$ cat src/rtl/regfile_pkg.sv
// Shared types and limits for the multi-port register file.
package regfile_pkg;
  typedef enum logic {RF_INIT = 1'b0, RF_RUN = 1'b1} rf_state_e;
  localparam int RF_NUM_RD_MAX = 4;
endpackage

$ cat src/rtl/regfile_scoreboard.sv
// Per-entry pending bits: a set marks an issued producer, a write clears it.
module regfile_scoreboard
  import regfile_pkg::*;
#(
  parameter int ADDR_W = 5,
  parameter int DEPTH  = 2**ADDR_W
) (
  input  logic              clk,
  input  logic              reset_n,
  input  logic              set,
  input  logic [ADDR_W-1:0] set_addr,
  input  logic              clr,
  input  logic [ADDR_W-1:0] clr_addr,
  input  logic              init,
  output logic [DEPTH-1:0]  pend
);

  // Set is evaluated first so it wins over a same-address clear.
  always_ff @(posedge clk or negedge reset_n) begin
    if (!reset_n) begin
      pend <= '0;
    end else if (init) begin
      pend <= '0;
    end else begin
      for (int i = 0; i < DEPTH; i++) begin
        if (set && set_addr == ADDR_W'(i))
          pend[i] <= 1'b1;
        else if (clr && clr_addr == ADDR_W'(i))
          pend[i] <= 1'b0;
      end
    end
  end

endmodule

$ cat src/rtl/regfile_mp.sv
// Multi-read-port register file with write bypass, pending scoreboard and a
// post-reset zeroing sweep so the storage can live in RAM.
module regfile_mp
  import regfile_pkg::*;
#(
  parameter int DATA_W   = 32,
  parameter int ADDR_W   = 5,
  parameter int NUM_RD   = 2,
  parameter bit ZERO_REG = 1'b1,
  parameter bit BYPASS   = 1'b1
) (
  input  logic                     clk,
  input  logic                     reset_n,
  input  logic [NUM_RD*ADDR_W-1:0] rf_raddr,
  output logic [NUM_RD*DATA_W-1:0] rf_rdata,
  output logic [NUM_RD-1:0]        rf_pend,
  input  logic [ADDR_W-1:0]        rf_waddr,
  input  logic [DATA_W-1:0]        rf_wdata,
  input  logic                     rf_we,
  input  logic                     pend_set,
  input  logic [ADDR_W-1:0]        pend_addr,
  output logic                     init_done
);

  localparam int DEPTH = 2**ADDR_W;

  if (NUM_RD < 1 || NUM_RD > RF_NUM_RD_MAX) begin : g_bad_num_rd
    $error("regfile_mp: NUM_RD out of range");
  end

  rf_state_e          state;
  logic [ADDR_W-1:0]  cnt;
  logic [DATA_W-1:0]  mem [DEPTH];
  logic [DEPTH-1:0]   pend;
  logic               run;
  logic               wr_ok;
  logic               set_ok;
  logic               mem_we;
  logic [ADDR_W-1:0]  mem_addr;
  logic [DATA_W-1:0]  mem_wdata;

  assign run    = (state == RF_RUN);
  assign wr_ok  = run && rf_we && !(ZERO_REG && rf_waddr == '0);
  assign set_ok = run && pend_set && !(ZERO_REG && pend_addr == '0);

  always_ff @(posedge clk or negedge reset_n) begin
    if (!reset_n) begin
      state     <= RF_INIT;
      cnt       <= '0;
      init_done <= 1'b0;
    end else if (state == RF_INIT) begin
      cnt <= cnt + 1'b1;
      if (&cnt) begin
        state     <= RF_RUN;
        init_done <= 1'b1;
      end
    end
  end

  // Single write port shared between the zeroing sweep and writeback.
  assign mem_we    = !run || wr_ok;
  assign mem_addr  = run ? rf_waddr : cnt;
  assign mem_wdata = run ? rf_wdata : '0;

  always_ff @(posedge clk) begin
    if (mem_we)
      mem[mem_addr] <= mem_wdata;
  end

  regfile_scoreboard #(.ADDR_W(ADDR_W), .DEPTH(DEPTH)) u_sb (
    .clk      (clk),
    .reset_n  (reset_n),
    .set      (set_ok),
    .set_addr (pend_addr),
    .clr      (wr_ok),
    .clr_addr (rf_waddr),
    .init     (!run),
    .pend     (pend)
  );

  for (genvar k = 0; k < NUM_RD; k++) begin : g_rd
    logic [ADDR_W-1:0] ra;
    logic              zero;
    logic              hit;
    assign ra   = rf_raddr[k*ADDR_W +: ADDR_W];
    assign zero = ZERO_REG && ra == '0;
    assign hit  = BYPASS && wr_ok && rf_waddr == ra;
    assign rf_rdata[k*DATA_W +: DATA_W] = (!run || zero) ? '0 :
                                          hit            ? rf_wdata : mem[ra];
    // Forwarded data is final, so the pending flag is masked on a hit.
    assign rf_pend[k] = run && !zero && !hit && pend[ra];
  end

endmodule

$ cat config.mk
export PLATFORM = sky130hd
export DESIGN_NAME = regfile_mp
export DESIGN_NICKNAME = d
export VERILOG_FILES = /design/src/rtl/regfile_pkg.sv /design/src/rtl/regfile_scoreboard.sv /design/src/rtl/regfile_mp.sv
export SDC_FILE = /design/constraint.sdc
export NUM_CORES = 1
export LEC_CHECK = 0
export BUFFER_PORTS_ARGS = -buffer_cell sky130_fd_sc_hd__buf_2
export CAP_MARGIN = 20
export CORE_MARGIN = 5
export CORE_UTILIZATION = 55
export DETAILED_ROUTE_END_ITERATION = 7
export PLACE_DENSITY_LB_ADDON = 0.25
export SETUP_SLACK_MARGIN = 0.3
export SKIP_CTS_REPAIR_TIMING = 1
export SLEW_MARGIN = 20
export SYNTH_ARGS = -nofsm -noshare
export SYNTH_HDL_FRONTEND = slang
export SYNTH_HIERARCHICAL = 1
export SYNTH_SLANG_ARGS = --single-unit
$ cat constraint.sdc
create_clock -name clk -period 4.9 [get_ports clk]
set_input_delay 0.735 -clock clk [delete_from_list [all_inputs] [get_ports clk]]
set_output_delay 0.735 -clock clk [all_outputs]
set_load 0.005 [all_outputs]
# Word-level counts from Yosys, hierarchy flattened
# Memory sizes are Yosys's and may differ from the RTL's.
# Index checks and enable logic that the tools add are counted.
[word_totals] ff_bits=39 mem_bits_rw=1024 inputBits=56 mem_count=1
[op_classes] addsub=1 magnitude_cmp=2 eq_ne=96 n_mux=79 bitwise_logic=1 n_reduce_logical=92
[mem_list] name="mem" words=32 word_bits=32 read_ports=2 rd_ports_with_merged_regs=0 wr=1 line="regfile_mp.sv:33" source="logic [DATA_W-1:0] mem [DEPTH];"
[ops] op="32-bit 2-to-1 mux" n=6
[ops] op="5-bit == test (second input constant)" n=32
[ops] op="3-bit by 1-bit inequality test with 1-bit output (second input constant)" n=32
[ops] op="5-bit by 4-bit == test with 1-bit output (second input constant)" n=16
[ops] op="1-bit logical AND" n=76
[ops] op="1-bit 2-to-1 mux" n=70
[ops] op="5-bit by 3-bit == test with 1-bit output (second input constant)" n=8
[ops] op="5-bit by 2-bit == test with 1-bit output (second input constant)" n=4
[ops] op="5-bit zero test" n=4
[ops] op="5-bit by 6-bit less-than comparator with 1-bit output (second input constant)" n=2
[ops] op="1-bit binary-select mux with 5-bit select" n=2
[ops] op="5-bit by 1-bit == test with 1-bit output (second input constant)" n=2
[ops] op="5-bit == test" n=2
[ops] op="1-bit zero test" n=7
[ops] op="6-bit AND reduction" n=1
[ops] op="5-bit by 1-bit adder with 5-bit output (second input constant)" n=1
[ops] op="5-bit 2-to-1 mux" n=1
[ops] op="5-bit AND reduction" n=1
[ops] op="1-bit logical OR" n=3
[ops] op="1-bit NOT" n=1

# Longest topological paths before layout
[logic_depth] word_depth=7 mapped_depth=9 depth_no_buf=6

# Modules after synthesis
# The synthesis kept the hierarchy.
[modules_own_cells] module="regfile_mp" n_inst=1 cells_per_inst=2933 area_each_um2=49807.8 seq_area_each_um2=30924.7
[modules_own_cells] module="regfile_scoreboard" n_inst=1 cells_per_inst=163 area_each_um2=1535.2 seq_area_each_um2=800.8

# Worst setup path after synthesis
# No wires, ideal clock.
[synth_path] path_type="input port to flip-flop" from="in rf_waddr[3]" to="mem mem[1][0], enable pin" setup_time_ps=421 t_arrival_ps=2869 setup_slack_ps=1610 cell_stages=6 n_path_buf=1 path_cell_list="clkbuf_1 > or4_4 > o21ai_2 > nand2_1 > nand2_1 > nor2_1"
[synth_between] elab_chain_len=6 elab_cells_between_ends=7 cone_classes="3 x mux; 4 x reduce/logical"
[synth_lines] element="start: declaration" line="regfile_mp.sv:17" source="input logic [ADDR_W-1:0] rf_waddr,"
[synth_lines] element="5-bit zero test" line="regfile_mp.sv:43" source="assign wr_ok = run && rf_we && !(ZERO_REG && rf_waddr == '0);"
[synth_lines] element="1-bit zero test" line="regfile_mp.sv:43"
[synth_lines] element="1-bit logical AND" line="regfile_mp.sv:43"
[synth_lines] element="1-bit logical OR" line="regfile_mp.sv:61" source="assign mem_we = !run || wr_ok;"
[synth_lines] element="1-bit 2-to-1 mux" line="regfile_mp.sv:66" source="if (mem_we)"
[synth_lines] element="1-bit 2-to-1 mux (implied by the code)" line="regfile_mp.sv:67" source="mem[mem_addr] <= mem_wdata;"
[synth_lines] element="end: declaration" line="regfile_mp.sv:33"
# Parallel ways exist; a longest one is shown, timed or not.

# Worst setup path after layout
[layout_path] from="in rf_raddr[7]" to="out rf_rdata[45]"
[layout_between] elab_chain_len=4 elab_cells_between_ends=7 cone_classes="1 x eq/ne; 2 x mux; 3 x reduce/logical; 1 x memory"
[layout_lines] element="start: declaration" line="regfile_mp.sv:14" source="input logic [NUM_RD*ADDR_W-1:0] rf_raddr,"
[layout_lines] element="branches (longest 3 deep; another with memory read 32 x 32 bit)"
[layout_lines] element="32-bit 2-to-1 mux *" line="regfile_mp.sv:88" source="assign rf_rdata[k*DATA_W +: DATA_W] = (!run || zero) ? '0 :"
[layout_lines] element="end: declaration" line="regfile_mp.sv:15" source="output logic [NUM_RD*DATA_W-1:0] rf_rdata,"
# Mark *: on every way between the ends.

==> flow_metrics.env <==
export IMPL_yosysSeqAreaShare_pct=61.8
export IMPL_cp_required_ns=4.16
export IMPL_ys_warn_count=6
export IMPL_io_buffers=122
export IMPL_post_drt_via_cell_ratio=7.29
export IMPL_postSynthAreaPerCell_sq_um=16.6
export IMPL_yosysTopAreaCellShare_pct=59.9
export IMPL_finalHoldViolCount=0
export IMPL_netlist_instances=3096
export IMPL_die_y_um=316
export IMPL_clock_sinks=1063
export IMPL_crit_start="rf_raddr[7]"
export IMPL_finalCritPeriodShare_pct=90.1
export IMPL_gr_total_overflow=0
export IMPL_critical_path_buf_inv_count=3
export IMPL_peakVddDrop_uv=301
export IMPL_die_area_sq_um=99600
export IMPL_vias=33500
export IMPL_crit_type="primary input to primary output"
export IMPL_cp_arrival_ns=3.68
export IMPL_ant_nets=0
export IMPL_first_global_vias=34200
export IMPL_start_kind="primary input"
export IMPL_synth_most_common_cell="edfxtp_1"
export IMPL_wl_per_cell_um=35.5
export IMPL_synth_edff_count=1024
export IMPL_drc=0
export IMPL_worstHoldPathType="primary input to asynchronous set/reset pin"
export IMPL_wl_met3_mm=21.7
export IMPL_final_nets=3308
export IMPL_track_usage_pct=32.5
export IMPL_worst_slew_margin_rel_pct=26.4
export IMPL_cpMaxStageDelayCell="or3b_2"
export IMPL_worstMarginPinSlew_ns=1.10
export IMPL_routabilityCongestion=0.874
export IMPL_initial_utilization_pct=55.2
export IMPL_drive_above_1_share_pct=26.0
export IMPL_drt_met1_wl_mm=56.8
export IMPL_rsz0062_at_grt="false"
export IMPL_cpMostUsedCell="o22ai_1"
export IMPL_clk_path_buf_depth=3
export IMPL_finish_utilization_pct=62.1
export IMPL_synthesis_nets=3154
export IMPL_cp_top_family="compound AO/OA/AOI/OAI gates"
export IMPL_drv_slew=0
export IMPL_grt_pass1_wl_mm=235
export IMPL_synth_commonest_cells="1024 x edfxtp_1, 379 x mux2i_1, 345 x mux4_2"
export IMPL_reg2reg_from="run$_DFF_PN0_"
export IMPL_cts_tree="built"
export IMPL_grt_max_degree=78
export IMPL_drt_pass1_iter_count=7
export IMPL_power_density_nw_per_um2=349
export IMPL_ys_async_sr_fraction_pct=3.67
export IMPL_top_layer_used="met5"
export IMPL_coreArea_sq_um=93000
export IMPL_yosysUniqueCellTypes=63
export IMPL_outcome="finished, final reports clean"
export IMPL_root_buffer="clkbuf_16"
export IMPL_syn_area_sq_um=51300
export IMPL_ys_top_cells_by_area="edfxtp_1 60%, mux4_2 15%, mux2i_1 7.4%"
export IMPL_dp_hpwl_mm=93.7
export IMPL_synth_seq_cells=1063
export IMPL_dieWidth_um=316
export IMPL_antenna_found_initial=2
export IMPL_cp_max_fo=33
export IMPL_routed_wl_mm=163
export IMPL_layout_min_cycle_time_ns=4.41
export IMPL_cpPeakStageDelay_ns=0.81
export IMPL_cts_inserted_buffers=108
export IMPL_syn_to_final_growth_pct=12.5
export IMPL_crit_path_end_kind="primary output"
export IMPL_max_freq_mhz=227
export IMPL_yosysTopAreaCell="edfxtp_1"
export IMPL_crit_chain="buf_6, or3b_2, buf_4, o22ai_1, a211o_1, o22ai_1, o32ai_1, buf_2"
export IMPL_cts_max_level=3
export IMPL_max_cap_violations=0
export IMPL_rows=112
export IMPL_setup_violations=0
export IMPL_io_pins=123
export IMPL_ys_flop_type="edfxtp_1"
export IMPL_clock_latency_ns=0.70
export IMPL_finClkSkew_ns=0.0176
export IMPL_drtIter0Drc=4859
export IMPL_met2_length_mm=74.9
export IMPL_setup_tns_ns=0
export IMPL_p_leak_nw=19.9
export IMPL_path_clk_slew_ns=0.06
==> layout make-up <==
type	count	area [sq um]
Tap cell	1254	1570
Clock buffer	134	2830
Sequential cell	1063	31700
Multi-Input combinational cell	1745	18500
Inverter	40	154
Clock inverter	67	581
Timing Repair Buffer	292	2450
Fill cell	6693	35300
Antenna cell	1	2.50
==> registers in the layout (all words and copies together) (netlist names) <==
signal,flops
u_sb/pend,32
init_done,1
cnt,5
run,1
mem,1024
==> report_power, final <==
group | internal (mW) | switching, mW
clock network | 4.52 | 3.52
logic | 0.801 | 1.26
registers | 10.0 | 0.0274
==> worst paths after layout <==
kind                                                   to  slack (ns)  cells after the start
worst max register to register      mem[31][18]$_DFFE_PP_        1.22                      6
worst min-delay path             u_sb/pend[6]$_DFFE_PN0P_        0.17                      1
worst max-delay path                         rf_rdata[45]        0.49                      8
max in group asynchronous       u_sb/pend[20]$_DFFE_PN0P_        4.15                      1
worst min register to register      init_done$_DFFE_PN0P_        0.48                      1
min in group clk                u_sb/pend[16]$_DFFE_PN0P_        0.43                      3
==> logic make-up after synthesis <==
| family | synth area share (%) |
|---|---|
| AOI/OAI and AO/OA | 8.50 |
| xor gates and xnor gates | 0.222 |
| adders and majority gates | 0.0487 |
| buffers and inverters | 2.80 |
| DFF | 61.8 |
| muxes | 23.2 |
| and+or+nand+nor | 3.48 |
==> layout by cell type (no fill, tap or decap), types with 23 or more instances in the layout <==
cell       instances
a211o_1           33
a21o_1            33
a21oi_1           35
a221o_1           30
a221oi_1         124
a22oi_1           62
buf_12            40
buf_2            114
buf_4            132
clkbuf_1          23
clkbuf_16        108
clkinv_1          29
dfrtp_1           39
edfxtp_1        1024
inv_1             36
mux2_2            29
mux2i_1          379
mux4_2           345
nand2_1          134
nor2_1            98
nor2_4            34
nor2b_1           37
nor4_1            30
o21ai_0           48
o21ai_1           77
o221ai_1          32
o22ai_1           65
o32ai_1           32
==> stage by stage <==
stage               area [sq um]  hold slack (ns)  instances  total power [mW]  setup WS (ns)
floorplan                  51300            0.439       3096              11.5           1.61
global placement           54300            0.459       4393              12.2          0.608
detailed placement         54400            0.472       4394              12.2          0.640
CTS                        57800            0.177       4595              20.2          0.561
global route               57800            0.228       4595              20.7          0.422
finish                     57800            0.173       4596              20.1          0.486
==> layer usage <==
metal  global-route usage, %  vias to the layer above
met1                    43.6                    16900
met3                    8.88                      613
met4                    14.3                        4
li1                        -                    13300
met2                    50.8                     2640
met5                       0                        -
==> worst register-to-register path, delay by kind of cell (launching register included) <==
kind                   cells  cell delay [ns]
AND/OR/NAND/NOR            3             1.09
flip-flops                 1             0.92
AO/OA/AOI/OAI              1             0.69
buffers and inverters      2             0.62
(Power assumes the default switching activity.)
